## config.mk

```make
export PLATFORM = sky130hd
export DESIGN_NAME = pulse_meter_flat
export DESIGN_NICKNAME = d
export VERILOG_FILES = /design/src/rtl/pulse_meter_pkg.sv /design/src/rtl/pulse_meter_if.sv /design/src/rtl/pulse_meter_satcnt.sv /design/src/rtl/pulse_meter.sv /design/src/flat_wrapper.sv
export SDC_FILE = /design/constraint.sdc
export NUM_CORES = 1
export LEC_CHECK = 0
export CORE_UTILIZATION = 32
export CTS_CLUSTER_SIZE = 10
export DETAILED_ROUTE_END_ITERATION = 10
export HOLD_SLACK_MARGIN = 0.15
export PLACE_DENSITY_LB_ADDON = 0.3
export SYNTH_ARGS = -nofsm -noshare
export SYNTH_HDL_FRONTEND = slang
export SYNTH_SLANG_ARGS = --single-unit
```

## constraint.sdc

```tcl
create_clock -name clk -period 4.95 [get_ports clk]
set_input_delay 0.99 -clock clk [delete_from_list [all_inputs] [get_ports clk]]
set_output_delay 0.99 -clock clk [all_outputs]
set_load 0.03 [all_outputs]
```

## src/rtl/pulse_meter_pkg.sv

```systemverilog
// Shared types and defaults for the pulse meter: FSM state encoding and default counter width.
package pulse_meter_pkg;

    localparam int DEFAULT_WIDTH = 16;

    typedef enum logic [1:0] {
        ST_IDLE  = 2'd0,
        ST_ARMED = 2'd1,
        ST_COUNT = 2'd2,
        ST_DONE  = 2'd3
    } state_e;

endpackage

```

## src/rtl/pulse_meter_if.sv

```systemverilog
// Result handshake bundle: the meter drives result/overflow/result_valid, the consumer drives result_ready.
interface pulse_meter_if
    import pulse_meter_pkg::*;
#(
    parameter int WIDTH = DEFAULT_WIDTH
);

    logic [WIDTH-1:0] result;
    logic             overflow;
    logic             result_valid;
    logic             result_ready;

    modport master (
        output result,
        output overflow,
        output result_valid,
        input  result_ready
    );

    modport slave (
        input  result,
        input  overflow,
        input  result_valid,
        output result_ready
    );

endinterface

```

## src/rtl/pulse_meter_satcnt.sv

```systemverilog
// Saturating up-counter: load starts at 1, inc counts until all-ones, a further inc sets ovf.
module pulse_meter_satcnt
    import pulse_meter_pkg::*;
#(
    parameter int WIDTH = DEFAULT_WIDTH
) (
    input  logic             clk_i,
    input  logic             rst_ni,
    input  logic             load_i,
    input  logic             inc_i,
    input  logic             clr_i,
    output logic [WIDTH-1:0] cnt_o,
    output logic             ovf_o
);

    logic [WIDTH-1:0] cnt_q;
    logic             ovf_q;

    always_ff @(posedge clk_i) begin
        if (!rst_ni || clr_i) begin
            cnt_q <= '0;
            ovf_q <= 1'b0;
        end else if (load_i) begin
            cnt_q <= {{(WIDTH-1){1'b0}}, 1'b1};
            ovf_q <= 1'b0;
        end else if (inc_i) begin
            // At all-ones the count holds; ovf marks that the pulse outlived the range.
            if (cnt_q == {WIDTH{1'b1}}) begin
                ovf_q <= 1'b1;
            end else begin
                cnt_q <= cnt_q + 1'b1;
            end
        end
    end

    assign cnt_o = cnt_q;
    assign ovf_o = ovf_q;

endmodule

```

## src/rtl/pulse_meter.sv

```systemverilog
// Measures the high time of sig_in in clk cycles and hands the result over a valid/ready bundle.
module pulse_meter
    import pulse_meter_pkg::*;
#(
    parameter int WIDTH = DEFAULT_WIDTH
) (
    input  logic          clk,
    input  logic          reset,
    input  logic          enable,
    input  logic          sig_in,
    output logic          measuring,
    pulse_meter_if.master res
);

    state_e           state_q, state_d;
    logic             sig_prev_q;
    logic             rise;
    logic [WIDTH-1:0] result_q, result_d;
    logic             overflow_q, overflow_d;
    logic             valid_q, valid_d;

    logic             cnt_load, cnt_inc, cnt_clr;
    logic [WIDTH-1:0] cnt;
    logic             cnt_ovf;

    // sig_prev resets high so a level already present is never taken as an edge.
    assign rise = sig_in & ~sig_prev_q;

    always_ff @(posedge clk) begin
        if (!reset) begin
            state_q    <= ST_IDLE;
            sig_prev_q <= 1'b1;
            result_q   <= '0;
            overflow_q <= 1'b0;
            valid_q    <= 1'b0;
        end else begin
            state_q    <= state_d;
            sig_prev_q <= sig_in;
            result_q   <= result_d;
            overflow_q <= overflow_d;
            valid_q    <= valid_d;
        end
    end

    always_comb begin
        state_d    = state_q;
        result_d   = result_q;
        overflow_d = overflow_q;
        valid_d    = valid_q;
        cnt_load   = 1'b0;
        cnt_inc    = 1'b0;
        cnt_clr    = 1'b0;
        unique case (state_q)
            ST_IDLE: begin
                if (enable) state_d = ST_ARMED;
            end
            ST_ARMED: begin
                if (!enable) begin
                    state_d = ST_IDLE;
                end else if (rise) begin
                    state_d  = ST_COUNT;
                    cnt_load = 1'b1;
                end
            end
            ST_COUNT: begin
                // Abort wins over a falling edge in the same cycle.
                if (!enable) begin
                    state_d = ST_IDLE;
                    cnt_clr = 1'b1;
                end else if (!sig_in) begin
                    state_d    = ST_DONE;
                    result_d   = cnt;
                    overflow_d = cnt_ovf;
                    valid_d    = 1'b1;
                    cnt_clr    = 1'b1;
                end else begin
                    cnt_inc = 1'b1;
                end
            end
            ST_DONE: begin
                if (valid_q && res.result_ready) begin
                    valid_d = 1'b0;
                    state_d = enable ? ST_ARMED : ST_IDLE;
                end
            end
            default: state_d = ST_IDLE;
        endcase
    end

    pulse_meter_satcnt #(.WIDTH(WIDTH)) u_satcnt (
        .clk_i  (clk),
        .rst_ni (reset),
        .load_i (cnt_load),
        .inc_i  (cnt_inc),
        .clr_i  (cnt_clr),
        .cnt_o  (cnt),
        .ovf_o  (cnt_ovf)
    );

    assign res.result       = result_q;
    assign res.overflow     = overflow_q;
    assign res.result_valid = valid_q;
    assign measuring        = (state_q == ST_COUNT);

endmodule

```

## src/flat_wrapper.sv

```systemverilog
// flat-port wrapper written by rule: the top's interface ports become plain ports
module pulse_meter_flat import pulse_meter_pkg::*;
#(
    parameter int WIDTH = DEFAULT_WIDTH
)
  (clk, reset, enable, sig_in, measuring, res_result, res_overflow, res_result_valid, res_result_ready);
  pulse_meter_if #(.WIDTH(WIDTH)) res_i ();
  input  logic clk;
  input  logic reset;
  input  logic enable;
  input  logic sig_in;
  output logic measuring;
  output wire logic [$bits(res_i.result)-1:0] res_result;
  output wire logic [$bits(res_i.overflow)-1:0] res_overflow;
  output wire logic [$bits(res_i.result_valid)-1:0] res_result_valid;
  input wire logic [$bits(res_i.result_ready)-1:0] res_result_ready;
  assign res_result = res_i.result;
  assign res_overflow = res_i.overflow;
  assign res_result_valid = res_i.result_valid;
  assign res_i.result_ready = res_result_ready;
  pulse_meter #(.WIDTH(WIDTH)) u_core (.clk(clk), .reset(reset), .enable(enable), .sig_in(sig_in), .measuring(measuring), .res(res_i));
endmodule
```

==> reports/metrics.json <==
{
  "timing": {
    "worst_slack_ns": 2.11,
    "rsz0062_at_grt": "false",
    "report.final.slew_viol_count": 0,
    "layout_min_cycle_time_ns": 2.84,
    "worst_slew_margin_rel": 0.263,
    "max_freq_mhz": 352,
    "finalClockSkew_ns": 0.00777,
    "totalNegativeSetupSlack_ns": 0,
    "hold_viol_final": 0,
    "worst_slew_pin_slew_ns": 1.10,
    "setup-violations-final": 0,
    "final_min_period_over_clock_period": 0.575
  },
  "synth": {
    "synth_top_family_by_area": "simple AND/OR/NAND/NOR gates",
    "synth.lib_cells_used.distinct": 38,
    "muxShareOfSynthArea": 0.00585,
    "synth_xor_area_frac": 0,
    "yosys_register_bits": 38,
    "post_synth_instance_area_mm2": 0.00171,
    "synth_compound_area_frac": 0.214,
    "synth_flop_cell": "sky130_fd_sc_hd__dfxtp_1",
    "number_of_flops_mapped_to_enable_cells_by_yosys": 0,
    "async_flop_share": 0,
    "synth_area_per_cell_um2": 8.27,
    "synth.yosys.seq_area_share": 0.444,
    "post_synth_and_or_nand_nor_area_fraction": 0.293,
    "synth-warning-count": 0,
    "synth-adder-area-share": 0.00731,
    "synth_cells": 207,
    "synth_fp_nets": 213
  },
  "global_route": {
    "groute.usage.overall": 0.143,
    "grt_start_max_net_pins": 23,
    "wire_length_of_the_first_global_routing_pass_um": 6050,
    "antenna_found_initial": 0,
    "grt_pass1_vias": 1315,
    "globalRouteOverflowTotal": 0
  },
  "worst_hold_path": {
    "hp-class": "flip-flop to flip-flop",
    "hold-path-endpoint": "u_core.res.result[13]",
    "hold_path_startpoint": "u_core.res.result[13]",
    "worstHoldPathCells": 2
  },
  "die": {
    "die_area_mm2": 0.00565,
    "design.core.area_mm2": 0.00514,
    "chipHeight_um": 75.1,
    "start_util": 0.333,
    "die-width_um": 75.1,
    "floorplan.io_pins": 24,
    "rows": 26
  },
  "clocking": {
    "cts_tree": "done",
    "htreeDepth": 2,
    "cts_max_path_buffers": 2,
    "clock_insertion_delay_worst_skew_ns": 0.29,
    "path_clk_slew_ns": 0.07,
    "cts.repair.resized": 0,
    "cts_buffers": 5,
    "cts_hold_buffers": 0,
    "clock-root-buffer": "sky130_fd_sc_hd__clkbuf_8",
    "cts_setup_buffers": 0,
    "clock_sinks": 38
  },
  "routing": {
    "first_pass_iters": 4,
    "dr_wl_met3_um": 165,
    "detail_routed_via_count_per_cell": 5.10,
    "dr.max_layer_used": "met4",
    "met2RoutedLength_um": 1640,
    "drt-total-wl_um": 3670,
    "wl_per_cell_um": 12.3,
    "postRouteAntennaNets": 0,
    "met1Wirelength_um": 1830,
    "first_iter_violations": 111,
    "drcViolationCount": 0,
    "via_count": 1524
  },
  "placed_design": {
    "preCtsSetupSlack_ns": 1.81,
    "placed_cell_area_mm2": 0.00200,
    "place.port_buffers": 23,
    "gpl.final_weighted_congestion": 0.862,
    "hpwl_um": 2530
  },
  "finish": {
    "most_frequent_standard_cell_in_the_layout_excluding_fill_and_tap_cells": "sky130_fd_sc_hd__nand2_1",
    "finish.instance_area_mm2": 0.00207,
    "finalNetCount": 235,
    "area_growth_pct": 21.1,
    "final.fill_count": 572,
    "layout_common_cells": "sky130_fd_sc_hd__nand2_1 (43), sky130_fd_sc_hd__dfxtp_1 (38), sky130_fd_sc_hd__clkdlybuf4s50_1 (23)",
    "antenna_cells_inserted": 0,
    "layout-drive-gt1-share": 0.0524
  },
  "worst_setup_path": {
    "worst_setup_path_type": "flip-flop to primary output",
    "cp_max_fo": 8,
    "reg2regPathDepth": 4,
    "critical_path.reg2reg.startpoint": "u_core.state_q[1]",
    "r2r-end": "u_core.res.overflow",
    "endpoint_kind": "primary output",
    "worst_setup_slack_for_register_to_register_paths_ns": 3.04,
    "timing.critical_path.required_ns": 3.96,
    "critPathArrivalTime_ns": 1.85,
    "critPathLaunchType": "flip-flop"
  },
  "power": {
    "power_uw": 526,
    "power_leakage_uw": 0.000632,
    "peakVddDrop_mv": 0.163,
    "p_per_area_mw_per_mm2": 254
  },
  "job": {
    "timing.max_cap.violations": 0
  },
  "outcome": {
    "status": "finished, final reports clean"
  }
}
-- worst max-delay path, cell delays in order, from the launching register on --
cell	delay [ns]
sky130_fd_sc_hd__dfxtp_1	0.46
sky130_fd_sc_hd__or2b_2	0.35
sky130_fd_sc_hd__inv_1	0.08
sky130_fd_sc_hd__clkdlybuf4s50_1	0.67
-- state kept, by name (all words and copies together), names as in the netlist --
signal,count
u_core.u_satcnt.cnt_o,16
u_core.u_satcnt.ovf_o,1
u_core.res.result_valid,1
u_core.res.result,16
u_core.res.overflow,1
u_core.sig_prev_q,1
u_core.state_q,2
-- stage by stage --
step,std cells,hold WS [ns],util
finish,299,0.465,0.403
global route,299,0.493,0.403
CTS,299,0.471,0.403
detailed placement,292,0.461,0.388
global placement,292,0.458,0.388
floorplan,207,0.437,-
-- how the worst max path moves through the flow --
stage | from | endpoint | slack, ns
3_5_place_dp | reset | u_core.u_satcnt.cnt_o[12] | 1.81
5_1_grt | reset | u_core.u_satcnt.cnt_o[12] | 1.94
3_3_place_gp | reset | u_core.u_satcnt.cnt_o[12] | 1.86
6_report | u_core.state_q[1] | measuring | 2.11
4_1_cts | u_core.state_q[1] | measuring | 2.10
2_1_floorplan | sig_in | u_core.u_satcnt.cnt_o[9] | 2.73
-- final cells by class --
cell class	instances	area, um^2	share of cell area
Multi-Input combinational cell	155	891	0.430
Inverter	5	18.8	0.00906
Tap cell	70	87.6	0.0423
Sequential cell	38	761	0.367
Clock buffer	7	76.3	0.0368
Timing Repair Buffer	24	238	0.115
-- report_power, final --
part,internal (uW),total [uW],leakage [uW],switching (uW)
Combinational,7.48,16.5,0.000288,9.02
Clock,97.0,201,0.0000383,104
Sequential,307,309,0.000307,1.80
-- layer usage --
layer | GRT usage | up-vias
met3 | 0.0522 | 6
met1 | 0.193 | 695
li1 | - | 788
met2 | 0.212 | 35
met5 | 0 | -
met4 | 0.0432 | 0
-- cell usage after synthesis, types with 2 or more instances --
library cell | number | area share
sky130_fd_sc_hd__a41oi_1 | 2 | 0.010
sky130_fd_sc_hd__a21boi_0 | 20 | 0.088
sky130_fd_sc_hd__dfxtp_1 | 38 | 0.44
sky130_fd_sc_hd__inv_1 | 5 | 0.011
sky130_fd_sc_hd__and2_1 | 3 | 0.011
sky130_fd_sc_hd__and3_1 | 3 | 0.011
sky130_fd_sc_hd__nand3_1 | 9 | 0.026
sky130_fd_sc_hd__nor3_1 | 5 | 0.015
sky130_fd_sc_hd__nor4_1 | 3 | 0.011
sky130_fd_sc_hd__or4_1 | 3 | 0.013
sky130_fd_sc_hd__or3_1 | 9 | 0.033
sky130_fd_sc_hd__a21oi_1 | 14 | 0.041
sky130_fd_sc_hd__nand2_1 | 43 | 0.094
sky130_fd_sc_hd__o31ai_1 | 4 | 0.018
sky130_fd_sc_hd__or2_2 | 2 | 0.0073
sky130_fd_sc_hd__clkbuf_1 | 8 | 0.018
sky130_fd_sc_hd__nor2_1 | 6 | 0.013
sky130_fd_sc_hd__o21ai_0 | 9 | 0.026
sky130_fd_sc_hd__nand4_1 | 2 | 0.0073
-- logic make-up (layout without fill, tap and decap cells) --
kind of cell               count (synthesis)  count (layout)
buffers and inverters                     14              36
adders and majority gates                  1               1
DFF                                       38              38
muxes                                      1               1
AOI/OAI and AO/OA                         56              56
and+or+nand+nor                           97              97
(Power assumes the default switching activity.)
